--- src/rtl/axi_wr_tlp_s_if.sv ---
// AXI4 write-channel slave port plus the outbound PCIe MWr TLP request stream,
// bundled so the bridge and its environment connect through one handle.
interface axi_wr_tlp_s_if #(
    parameter int DOUBLE_WORD    = 32,
    parameter int HEADER_SIZE    = 4 * DOUBLE_WORD,
    parameter int TLP_DATA_WIDTH = 8 * DOUBLE_WORD,
    parameter int AXI_ADDR_WIDTH = 64,
    parameter int AXI_ID_WIDTH   = 8
);
    // AW channel
    logic [AXI_ID_WIDTH-1:0]     axi_awid;
    logic [AXI_ADDR_WIDTH-1:0]   axi_awaddr;
    logic [7:0]                  axi_awlen;
    logic [2:0]                  axi_awsize;
    logic [1:0]                  axi_awburst;
    logic                        axi_awvalid;
    logic                        axi_awready;
    // W channel
    logic [TLP_DATA_WIDTH-1:0]   axi_wdata;
    logic [TLP_DATA_WIDTH/8-1:0] axi_wstrb;
    logic                        axi_wlast;
    logic                        axi_wvalid;
    logic                        axi_wready;
    // B channel
    logic [AXI_ID_WIDTH-1:0]     axi_bid;
    logic [1:0]                  axi_bresp;
    logic                        axi_bvalid;
    logic                        axi_bready;
    // TLP request stream
    logic [HEADER_SIZE-1:0]      req_tlp_hdr;
    logic [TLP_DATA_WIDTH-1:0]   req_tlp_data;
    logic [TLP_DATA_WIDTH/8-1:0] req_tlp_strb;
    logic                        req_tlp_sop;
    logic                        req_tlp_eop;
    logic                        req_tlp_valid;
    logic                        req_tlp_ready;

    modport slave (
        input  axi_awid, axi_awaddr, axi_awlen, axi_awsize, axi_awburst, axi_awvalid,
        output axi_awready,
        input  axi_wdata, axi_wstrb, axi_wlast, axi_wvalid,
        output axi_wready,
        output axi_bid, axi_bresp, axi_bvalid,
        input  axi_bready,
        output req_tlp_hdr, req_tlp_data, req_tlp_strb, req_tlp_sop, req_tlp_eop, req_tlp_valid,
        input  req_tlp_ready
    );

    modport master (
        output axi_awid, axi_awaddr, axi_awlen, axi_awsize, axi_awburst, axi_awvalid,
        input  axi_awready,
        output axi_wdata, axi_wstrb, axi_wlast, axi_wvalid,
        input  axi_wready,
        input  axi_bid, axi_bresp, axi_bvalid,
        output axi_bready,
        input  req_tlp_hdr, req_tlp_data, req_tlp_strb, req_tlp_sop, req_tlp_eop, req_tlp_valid,
        output req_tlp_ready
    );
endinterface

--- src/rtl/axi_wr_tlp_s.sv ---
// AXI4 write slave that turns each full-width INCR burst into one PCIe MWr TLP,
// passing W beats straight through and draining/flagging malformed bursts.
module axi_wr_tlp_s #(
    parameter int DOUBLE_WORD    = 32,
    parameter int HEADER_SIZE    = 4 * DOUBLE_WORD,
    parameter int TLP_DATA_WIDTH = 8 * DOUBLE_WORD,
    parameter int AXI_ADDR_WIDTH = 64,
    parameter int AXI_ID_WIDTH   = 8
) (
    input  logic                clk,
    input  logic                rst_n,
    axi_wr_tlp_s_if.slave       bus,
    input  logic [15:0]         requester_id,
    output logic                tlp_error
);
    localparam int         BEAT_BYTES  = TLP_DATA_WIDTH / 8;
    localparam int         BEAT_DW     = TLP_DATA_WIDTH / DOUBLE_WORD;
    localparam logic [2:0] BEAT_SIZE   = 3'($clog2(BEAT_BYTES));
    localparam logic [1:0] BURST_INCR  = 2'b01;
    localparam logic [1:0] RESP_OKAY   = 2'b00;
    localparam logic [1:0] RESP_SLVERR = 2'b10;

    typedef enum logic [1:0] {
        IDLE,
        DATA,
        DRAIN,
        RESP
    } state_e;

    state_e                  state_q, state_d;
    logic [AXI_ID_WIDTH-1:0] awid_q, awid_d;
    logic [7:0]              len_q, len_d;
    logic [7:0]              cnt_q, cnt_d;
    logic [HEADER_SIZE-1:0]  hdr_q, hdr_d;
    logic                    slverr_q, slverr_d;
    logic                    wlast_seen_q, wlast_seen_d;
    logic                    tlp_error_q, tlp_error_d;

    logic                    aw_hs;
    logic                    w_hs;
    logic                    final_beat;
    logic                    aw_err;
    logic [63:0]             addr64;
    logic [7:0]              tag;
    logic [13:0]             beats_w;
    logic [13:0]             end_offset;
    logic [9:0]              length_dw;
    logic [HEADER_SIZE-1:0]  hdr_new;

    logic                        awready;
    logic                        wready;
    logic                        tlp_valid;
    logic                        sop;
    logic                        eop;
    logic                        bvalid;
    logic [AXI_ID_WIDTH-1:0]     bid;
    logic [1:0]                  bresp;
    logic [TLP_DATA_WIDTH-1:0]   tlp_data;
    logic [TLP_DATA_WIDTH/8-1:0] tlp_strb;

    // ---------------------------------------------------------------------
    // AW decode: legality check and header build from the raw request.
    // ---------------------------------------------------------------------
    assign addr64     = 64'(bus.axi_awaddr);
    assign tag        = 8'(bus.axi_awid);
    assign beats_w    = 14'(bus.axi_awlen) + 14'd1;
    // 14-bit sum so a burst ending exactly on the 4KB boundary is still legal.
    assign end_offset = {2'b00, addr64[11:0]} + beats_w * 14'(BEAT_BYTES);
    assign length_dw  = 10'(beats_w * 14'(BEAT_DW));

    assign aw_err = (bus.axi_awsize != BEAT_SIZE)
                 || (bus.axi_awburst != BURST_INCR)
                 || ((addr64 & 64'(BEAT_BYTES - 1)) != 64'd0)
                 || (bus.axi_awlen > 8'd31)
                 || (end_offset > 14'd4096);

    assign hdr_new = HEADER_SIZE'({3'b011, 5'b00000, 14'b0, length_dw,
                                   requester_id, tag, 4'hF, 4'hF,
                                   addr64[63:32],
                                   addr64[31:2], 2'b00});

    assign aw_hs      = (state_q == IDLE) && bus.axi_awvalid;
    assign w_hs       = bus.axi_wvalid && wready;
    assign final_beat = (cnt_q == len_q);

    // ---------------------------------------------------------------------
    // FSM: state register, next-state logic, output logic.
    // ---------------------------------------------------------------------
    always_ff @(posedge clk or negedge rst_n) begin
        // NOTE: registers update with non-blocking assignments so every flop
        // samples the pre-edge values regardless of process ordering.
        if (!rst_n) begin
            state_q <= IDLE;
        end else begin
            state_q <= state_d;
        end
    end

    always_comb begin
        // NOTE: every combinational output gets a default before the case so
        // no path leaves it unassigned and a latch cannot be inferred.
        state_d = state_q;
        case (state_q)
            IDLE:  if (bus.axi_awvalid) state_d = aw_err ? DRAIN : DATA;
            DATA:  if (w_hs && final_beat)
                       state_d = (bus.axi_wlast || wlast_seen_q) ? RESP : DRAIN;
            DRAIN: if (w_hs && bus.axi_wlast) state_d = RESP;
            RESP:  if (bus.axi_bready) state_d = IDLE;
            default: state_d = IDLE;
        endcase
    end

    always_comb begin
        awready   = 1'b0;
        wready    = 1'b0;
        tlp_valid = 1'b0;
        sop       = 1'b0;
        eop       = 1'b0;
        bvalid    = 1'b0;
        bid       = '0;
        bresp     = RESP_OKAY;
        tlp_data  = '0;
        tlp_strb  = '0;
        case (state_q)
            // Reset is folded in so awready is low while rst_n is held.
            IDLE: awready = rst_n;
            DATA: begin
                tlp_valid = bus.axi_wvalid;
                wready    = bus.req_tlp_ready;
                tlp_data  = bus.axi_wdata;
                tlp_strb  = bus.axi_wstrb;
                sop       = (cnt_q == 8'd0);
                eop       = final_beat;
            end
            DRAIN: wready = 1'b1;
            RESP: begin
                bvalid = 1'b1;
                bid    = awid_q;
                bresp  = slverr_q ? RESP_SLVERR : RESP_OKAY;
            end
            default: ;
        endcase
    end

    // ---------------------------------------------------------------------
    // Burst context: ID, length, beat counter, header and error status.
    // ---------------------------------------------------------------------
    always_comb begin
        awid_d       = awid_q;
        len_d        = len_q;
        cnt_d        = cnt_q;
        hdr_d        = hdr_q;
        slverr_d     = slverr_q;
        wlast_seen_d = wlast_seen_q;
        tlp_error_d  = 1'b0;
        if (aw_hs) begin
            awid_d       = bus.axi_awid;
            len_d        = bus.axi_awlen;
            cnt_d        = 8'd0;
            hdr_d        = hdr_new;
            slverr_d     = aw_err;
            wlast_seen_d = 1'b0;
            tlp_error_d  = aw_err;
        end else if ((state_q == DATA) && w_hs) begin
            cnt_d = cnt_q + 8'd1;
            if (bus.axi_wlast != final_beat) begin
                tlp_error_d = 1'b1;
                slverr_d    = 1'b1;
            end
            if (bus.axi_wlast) wlast_seen_d = 1'b1;
        end
    end

    always_ff @(posedge clk or negedge rst_n) begin
        if (!rst_n) begin
            awid_q       <= '0;
            len_q        <= 8'd0;
            cnt_q        <= 8'd0;
            hdr_q        <= '0;
            slverr_q     <= 1'b0;
            wlast_seen_q <= 1'b0;
            tlp_error_q  <= 1'b0;
        end else begin
            awid_q       <= awid_d;
            len_q        <= len_d;
            cnt_q        <= cnt_d;
            hdr_q        <= hdr_d;
            slverr_q     <= slverr_d;
            wlast_seen_q <= wlast_seen_d;
            tlp_error_q  <= tlp_error_d;
        end
    end

    assign bus.axi_awready   = awready;
    assign bus.axi_wready    = wready;
    assign bus.axi_bvalid    = bvalid;
    assign bus.axi_bid       = bid;
    assign bus.axi_bresp     = bresp;
    assign bus.req_tlp_hdr   = hdr_q;
    assign bus.req_tlp_data  = tlp_data;
    assign bus.req_tlp_strb  = tlp_strb;
    assign bus.req_tlp_sop   = sop;
    assign bus.req_tlp_eop   = eop;
    assign bus.req_tlp_valid = tlp_valid;
    assign tlp_error         = tlp_error_q;

endmodule

--- src/flat_wrapper.sv ---
// flat-port wrapper written by rule: the top's interface ports become plain ports
module axi_wr_tlp_s_flat 
#(
    parameter int DOUBLE_WORD    = 32,
    parameter int HEADER_SIZE    = 4 * DOUBLE_WORD,
    parameter int TLP_DATA_WIDTH = 8 * DOUBLE_WORD,
    parameter int AXI_ADDR_WIDTH = 64,
    parameter int AXI_ID_WIDTH   = 8
)
  (clk, rst_n, requester_id, tlp_error, bus_axi_awid, bus_axi_awaddr, bus_axi_awlen, bus_axi_awsize, bus_axi_awburst, bus_axi_awvalid, bus_axi_awready, bus_axi_wdata, bus_axi_wstrb, bus_axi_wlast, bus_axi_wvalid, bus_axi_wready, bus_axi_bid, bus_axi_bresp, bus_axi_bvalid, bus_axi_bready, bus_req_tlp_hdr, bus_req_tlp_data, bus_req_tlp_strb, bus_req_tlp_sop, bus_req_tlp_eop, bus_req_tlp_valid, bus_req_tlp_ready);
  axi_wr_tlp_s_if #(.DOUBLE_WORD(DOUBLE_WORD), .HEADER_SIZE(HEADER_SIZE), .TLP_DATA_WIDTH(TLP_DATA_WIDTH), .AXI_ADDR_WIDTH(AXI_ADDR_WIDTH), .AXI_ID_WIDTH(AXI_ID_WIDTH)) bus_i ();
  input  logic clk;
  input  logic rst_n;
  input  logic [15:0] requester_id;
  output logic tlp_error;
  input wire logic [$bits(bus_i.axi_awid)-1:0] bus_axi_awid;
  input wire logic [$bits(bus_i.axi_awaddr)-1:0] bus_axi_awaddr;
  input wire logic [$bits(bus_i.axi_awlen)-1:0] bus_axi_awlen;
  input wire logic [$bits(bus_i.axi_awsize)-1:0] bus_axi_awsize;
  input wire logic [$bits(bus_i.axi_awburst)-1:0] bus_axi_awburst;
  input wire logic [$bits(bus_i.axi_awvalid)-1:0] bus_axi_awvalid;
  output wire logic [$bits(bus_i.axi_awready)-1:0] bus_axi_awready;
  input wire logic [$bits(bus_i.axi_wdata)-1:0] bus_axi_wdata;
  input wire logic [$bits(bus_i.axi_wstrb)-1:0] bus_axi_wstrb;
  input wire logic [$bits(bus_i.axi_wlast)-1:0] bus_axi_wlast;
  input wire logic [$bits(bus_i.axi_wvalid)-1:0] bus_axi_wvalid;
  output wire logic [$bits(bus_i.axi_wready)-1:0] bus_axi_wready;
  output wire logic [$bits(bus_i.axi_bid)-1:0] bus_axi_bid;
  output wire logic [$bits(bus_i.axi_bresp)-1:0] bus_axi_bresp;
  output wire logic [$bits(bus_i.axi_bvalid)-1:0] bus_axi_bvalid;
  input wire logic [$bits(bus_i.axi_bready)-1:0] bus_axi_bready;
  output wire logic [$bits(bus_i.req_tlp_hdr)-1:0] bus_req_tlp_hdr;
  output wire logic [$bits(bus_i.req_tlp_data)-1:0] bus_req_tlp_data;
  output wire logic [$bits(bus_i.req_tlp_strb)-1:0] bus_req_tlp_strb;
  output wire logic [$bits(bus_i.req_tlp_sop)-1:0] bus_req_tlp_sop;
  output wire logic [$bits(bus_i.req_tlp_eop)-1:0] bus_req_tlp_eop;
  output wire logic [$bits(bus_i.req_tlp_valid)-1:0] bus_req_tlp_valid;
  input wire logic [$bits(bus_i.req_tlp_ready)-1:0] bus_req_tlp_ready;
  assign bus_i.axi_awid = bus_axi_awid;
  assign bus_i.axi_awaddr = bus_axi_awaddr;
  assign bus_i.axi_awlen = bus_axi_awlen;
  assign bus_i.axi_awsize = bus_axi_awsize;
  assign bus_i.axi_awburst = bus_axi_awburst;
  assign bus_i.axi_awvalid = bus_axi_awvalid;
  assign bus_axi_awready = bus_i.axi_awready;
  assign bus_i.axi_wdata = bus_axi_wdata;
  assign bus_i.axi_wstrb = bus_axi_wstrb;
  assign bus_i.axi_wlast = bus_axi_wlast;
  assign bus_i.axi_wvalid = bus_axi_wvalid;
  assign bus_axi_wready = bus_i.axi_wready;
  assign bus_axi_bid = bus_i.axi_bid;
  assign bus_axi_bresp = bus_i.axi_bresp;
  assign bus_axi_bvalid = bus_i.axi_bvalid;
  assign bus_i.axi_bready = bus_axi_bready;
  assign bus_req_tlp_hdr = bus_i.req_tlp_hdr;
  assign bus_req_tlp_data = bus_i.req_tlp_data;
  assign bus_req_tlp_strb = bus_i.req_tlp_strb;
  assign bus_req_tlp_sop = bus_i.req_tlp_sop;
  assign bus_req_tlp_eop = bus_i.req_tlp_eop;
  assign bus_req_tlp_valid = bus_i.req_tlp_valid;
  assign bus_i.req_tlp_ready = bus_req_tlp_ready;
  axi_wr_tlp_s #(.DOUBLE_WORD(DOUBLE_WORD), .HEADER_SIZE(HEADER_SIZE), .TLP_DATA_WIDTH(TLP_DATA_WIDTH), .AXI_ADDR_WIDTH(AXI_ADDR_WIDTH), .AXI_ID_WIDTH(AXI_ID_WIDTH)) u_core (.clk(clk), .rst_n(rst_n), .bus(bus_i), .requester_id(requester_id), .tlp_error(tlp_error));
endmodule
--- config.mk ---
export PLATFORM = sky130hd
export DESIGN_NAME = axi_wr_tlp_s_flat
export DESIGN_NICKNAME = d
export VERILOG_FILES = /design/src/rtl/axi_wr_tlp_s_if.sv /design/src/rtl/axi_wr_tlp_s.sv /design/src/flat_wrapper.sv
export SDC_FILE = /design/constraint.sdc
export NUM_CORES = 1
export LEC_CHECK = 0
export CORE_AREA = 10 10 317 319
export DETAILED_ROUTE_END_ITERATION = 10
export DIE_AREA = 0 0 327 329
export PLACE_DENSITY = 0.38
export SYNTH_ARGS = -nofsm -noshare
export SYNTH_HDL_FRONTEND = slang
export SYNTH_SLANG_ARGS = --single-unit
--- constraint.sdc ---
create_clock -name clk -period 4.44 [get_ports clk]
set_clock_uncertainty 0.05 [all_clocks]
set_input_delay 0.666 -clock clk [delete_from_list [all_inputs] [get_ports clk]]
set_output_delay 0.666 -clock clk [all_outputs]
set_load 0.1 [all_outputs]
==> flow_metrics.tcl <==
set metrics [dict create \
    crit_arrival_ps 3660 \
    critPathTopFamily "compound AO/OA/AOI/OAI gates" \
    drt_iter0_drc 414 \
    vdd_drop_max_mv 0.581 \
    synth-edff-count 0 \
    yosysWarnings 0 \
    start_util_pct 7.89 \
    grt_max_degree 119 \
    internal-power_mw 4.69 \
    totalNegativeSetupSlack_ps 0 \
    die_w_um 327 \
    layout_commonest_cell "clkdlybuf4s50_1" \
    cp-end-kind "register" \
    cp-start-kind "input port" \
    power_density_nw_per_um2 914 \
    placed_cells_incl_taps 2962 \
    avgRoutedWirePerCell_um 27.1 \
    cp_num_buf_inv 1 \
    overflow 0 \
    slew_violations 0 \
    grt_pass1_wl_um 103000 \
    final.period_utilization_pct 75.9 \
    critical_path_class "input port to register" \
    maxSlewHeadroom_pct 27.6 \
    utilization_pct 17.7 \
    switching_power_mw 10.5 \
    grtUsageTotal_pct 14.3 \
    via_per_inst 3.14 \
    synthToLayoutAreaGrowth_pct 124 \
    layout-drive-gt1-share_pct 20.5 \
    synth-seq-area-share_pct 38.7 \
    ys_seq_elements 115 \
    cts_made_buffers 17 \
    ctsResizeCount 0 \
    status "complete, no violations" \
    rsz0062_at_grt "no" \
    holdWs_ps 127 \
    ctsHoldBuffers 0 \
    cts_setup_buffers 0 \
    p_comb_share_pct 78.6 \
    slowest_delay_ps 560 \
    finalNonFillerCells 3003 \
    sequentialPowerShare_pct 11.8 \
    worst_slew_pin_slew_ps 1080 \
    max_freq_mhz 297 \
    cts_tree "done" \
    die_h_um 329 \
    crit_slowest_cell "clkdlybuf4s50_1" \
    core_area_um2 94300 \
    grt_pass1_vias 9939 \
    path_clk_slew_ps 60 \
    antenna_found_initial 31 \
    postSynthCellCount 952 \
    gp_congestion 0.933 \
    crit_fanout 5 \
    h-tree-depth 4 \
    cts_buffer_depth 2 \
    insertion_delay_ps 450 \
    nets 2128 \
    ys_types 46 \
    cp_cell_sequence "clkdlybuf4s50_1, ha_1, xor2_1, ha_1, nor2b_4, o31a_1, a221o_1, a2111oi_4, o211ai_2, and2_1" \
    setup_viol 0 \
    synthArstFlopShare_pct 100 \
    cts.sinks 115 \
    critPathRequiredTime_ps 4730 \
    layout_common_cells "clkdlybuf4s50_1 (500), buf_4 (308), and2_1 (304), nand2_1 (303), dfrtp_1 (115)" \
    num_io_pins 829 \
    placed_cell_area_um2 16000 \
    ys.flop_type "dfrtp_1" \
    route.detailed.drc 0 \
    hpwl_um 72700 \
    drv_cap 0 \
    hp-class "input port to async pin" \
    finalPower_mw 15.2 \
    pre_cts_slack_ps 621 \
    drt_wl_total_um 81400 \
    die-area_um2 108000 \
    cp_common_cell "ha_1" \
    ant_nets 0 \
    avgSynthCellArea_um2 7.81 \
    cts_root_buf "clkbuf_16" \
    dr.pass1.iters 4 \
    fin_area_um2 16700 \
    timing.final.ws_setup_ps 1070 \
    num_vias 9434 \
    power.share.switching_pct 69.2 \
    synth.cell_area_um2 7440 \
    io_buffers 802 \
    clkPwrFrac_pct 9.6 \
    fp-row-count 113 \
    leakage_nw 7.62 \
    finalWorstPathRequiredPeriod_ps 3370 \
    hold_viol_final 0 \
]
area by class of cell:
cell class | instances | area, um2
diodes | 9 | 22.5
clock buffers | 18 | 439
clock inverters | 14 | 166
fillers | 10700 | 77600
inverters | 14 | 52.6
multi-input cells | 757 | 4150
flip-flops and latches | 115 | 2880
well taps | 1265 | 1580
repair buffers | 811 | 7380
routing by layer:
| metal | wire length (um) | GRT usage, % |
|---|---|---|
| met3 | 10300 | 8.08 |
| met4 | 763 | 1.85 |
| met2 | 39200 | 24.3 |
| met5 | 133 | 0 |
| met1 | 31100 | 15.9 |
worst paths after layout:
kind / from / endpoint / slack, ps / cells after the start
max reg2reg: u_core.state_q[1]$_DFFE_PN0P_ / u_core.state_q[0]$_DFFE_PN0P_ / 1860 / 8
max: bus_axi_awlen[0] / u_core.tlp_error$_DFF_PN0_ / 1070 / 10
min in group clk: u_core.bus.req_tlp_hdr[2]$_DFFE_PN0P_ / u_core.bus.req_tlp_hdr[2]$_DFFE_PN0P_ / 430 / 2
min reg2reg: u_core.bus.req_tlp_hdr[2]$_DFFE_PN0P_ / u_core.bus.req_tlp_hdr[2]$_DFFE_PN0P_ / 430 / 2
max in group asynchronous: rst_n / u_core.bus.req_tlp_hdr[80]$_DFFE_PN0P_ / 3130 / 2
min: rst_n / u_core.bus.req_tlp_hdr[99]$_DFFE_PN0P_ / 130 / 1
registers in the layout, indices dropped and copies added, names as in the netlist:
signal                  count
u_core.state_q              2
u_core.bus.req_tlp_hdr     87
u_core.cnt_q                8
u_core.wlast_seen_q         1
u_core.tlp_error            1
u_core.slverr_q             1
u_core.awid_q               7
u_core.len_q                8
synthesized netlist by cell type, types with 2 or more instances:
master | number | area [um2]
nor4b_1 | 2 | 17.5
nor2b_1 | 3 | 18.8
and2_1 | 305 | 1910
buf_4 | 35 | 263
mux2_2 | 2 | 22.5
or4_1 | 2 | 15.0
o21a_1 | 2 | 15.0
nor2_1 | 14 | 52.6
xnor2_1 | 15 | 131
o21ai_0 | 6 | 30.0
a21o_1 | 3 | 22.5
clkbuf_1 | 50 | 188
nand2_1 | 304 | 1140
o2111ai_1 | 2 | 17.5
a31oi_1 | 2 | 12.5
a21oi_1 | 6 | 30.0
buf_2 | 2 | 10.0
and3_1 | 3 | 18.8
buf_1 | 4 | 15.0
inv_1 | 14 | 52.6
nand4_1 | 7 | 43.8
ha_1 | 15 | 188
xor2_1 | 9 | 78.8
dfrtp_1 | 115 | 2880
nand2b_1 | 4 | 25.0
nand3_1 | 6 | 30.0
power groups by stage:
stage          clock, mW  combinational (mW)  sequential, mW
3_5_place_dp           0                12.1            1.81
6_report            1.47                12.0            1.80
4_1_cts             1.53                12.2            1.81
5_1_grt             1.57                12.4            1.86
3_3_place_gp           0                12.2            1.79
2_1_floorplan          0                5.93            4.55
kinds of logic (layout without fill, tap and decap cells):
logic type      count (synthesis)  count (layout)  share of synthesized area, %
fa+ha+maj                      16              16                          2.79
flops                         115             115                          38.7
xor+xnor                       24              24                          2.83
simple gates                  657             657                          44.8
mux                             2               2                         0.303
compound gates                 32              32                          3.45
buf+inv                       105             857                          7.10
other cells                     1              35                        0.0504
No activity file was read; power rests on OpenSTA's default activity.
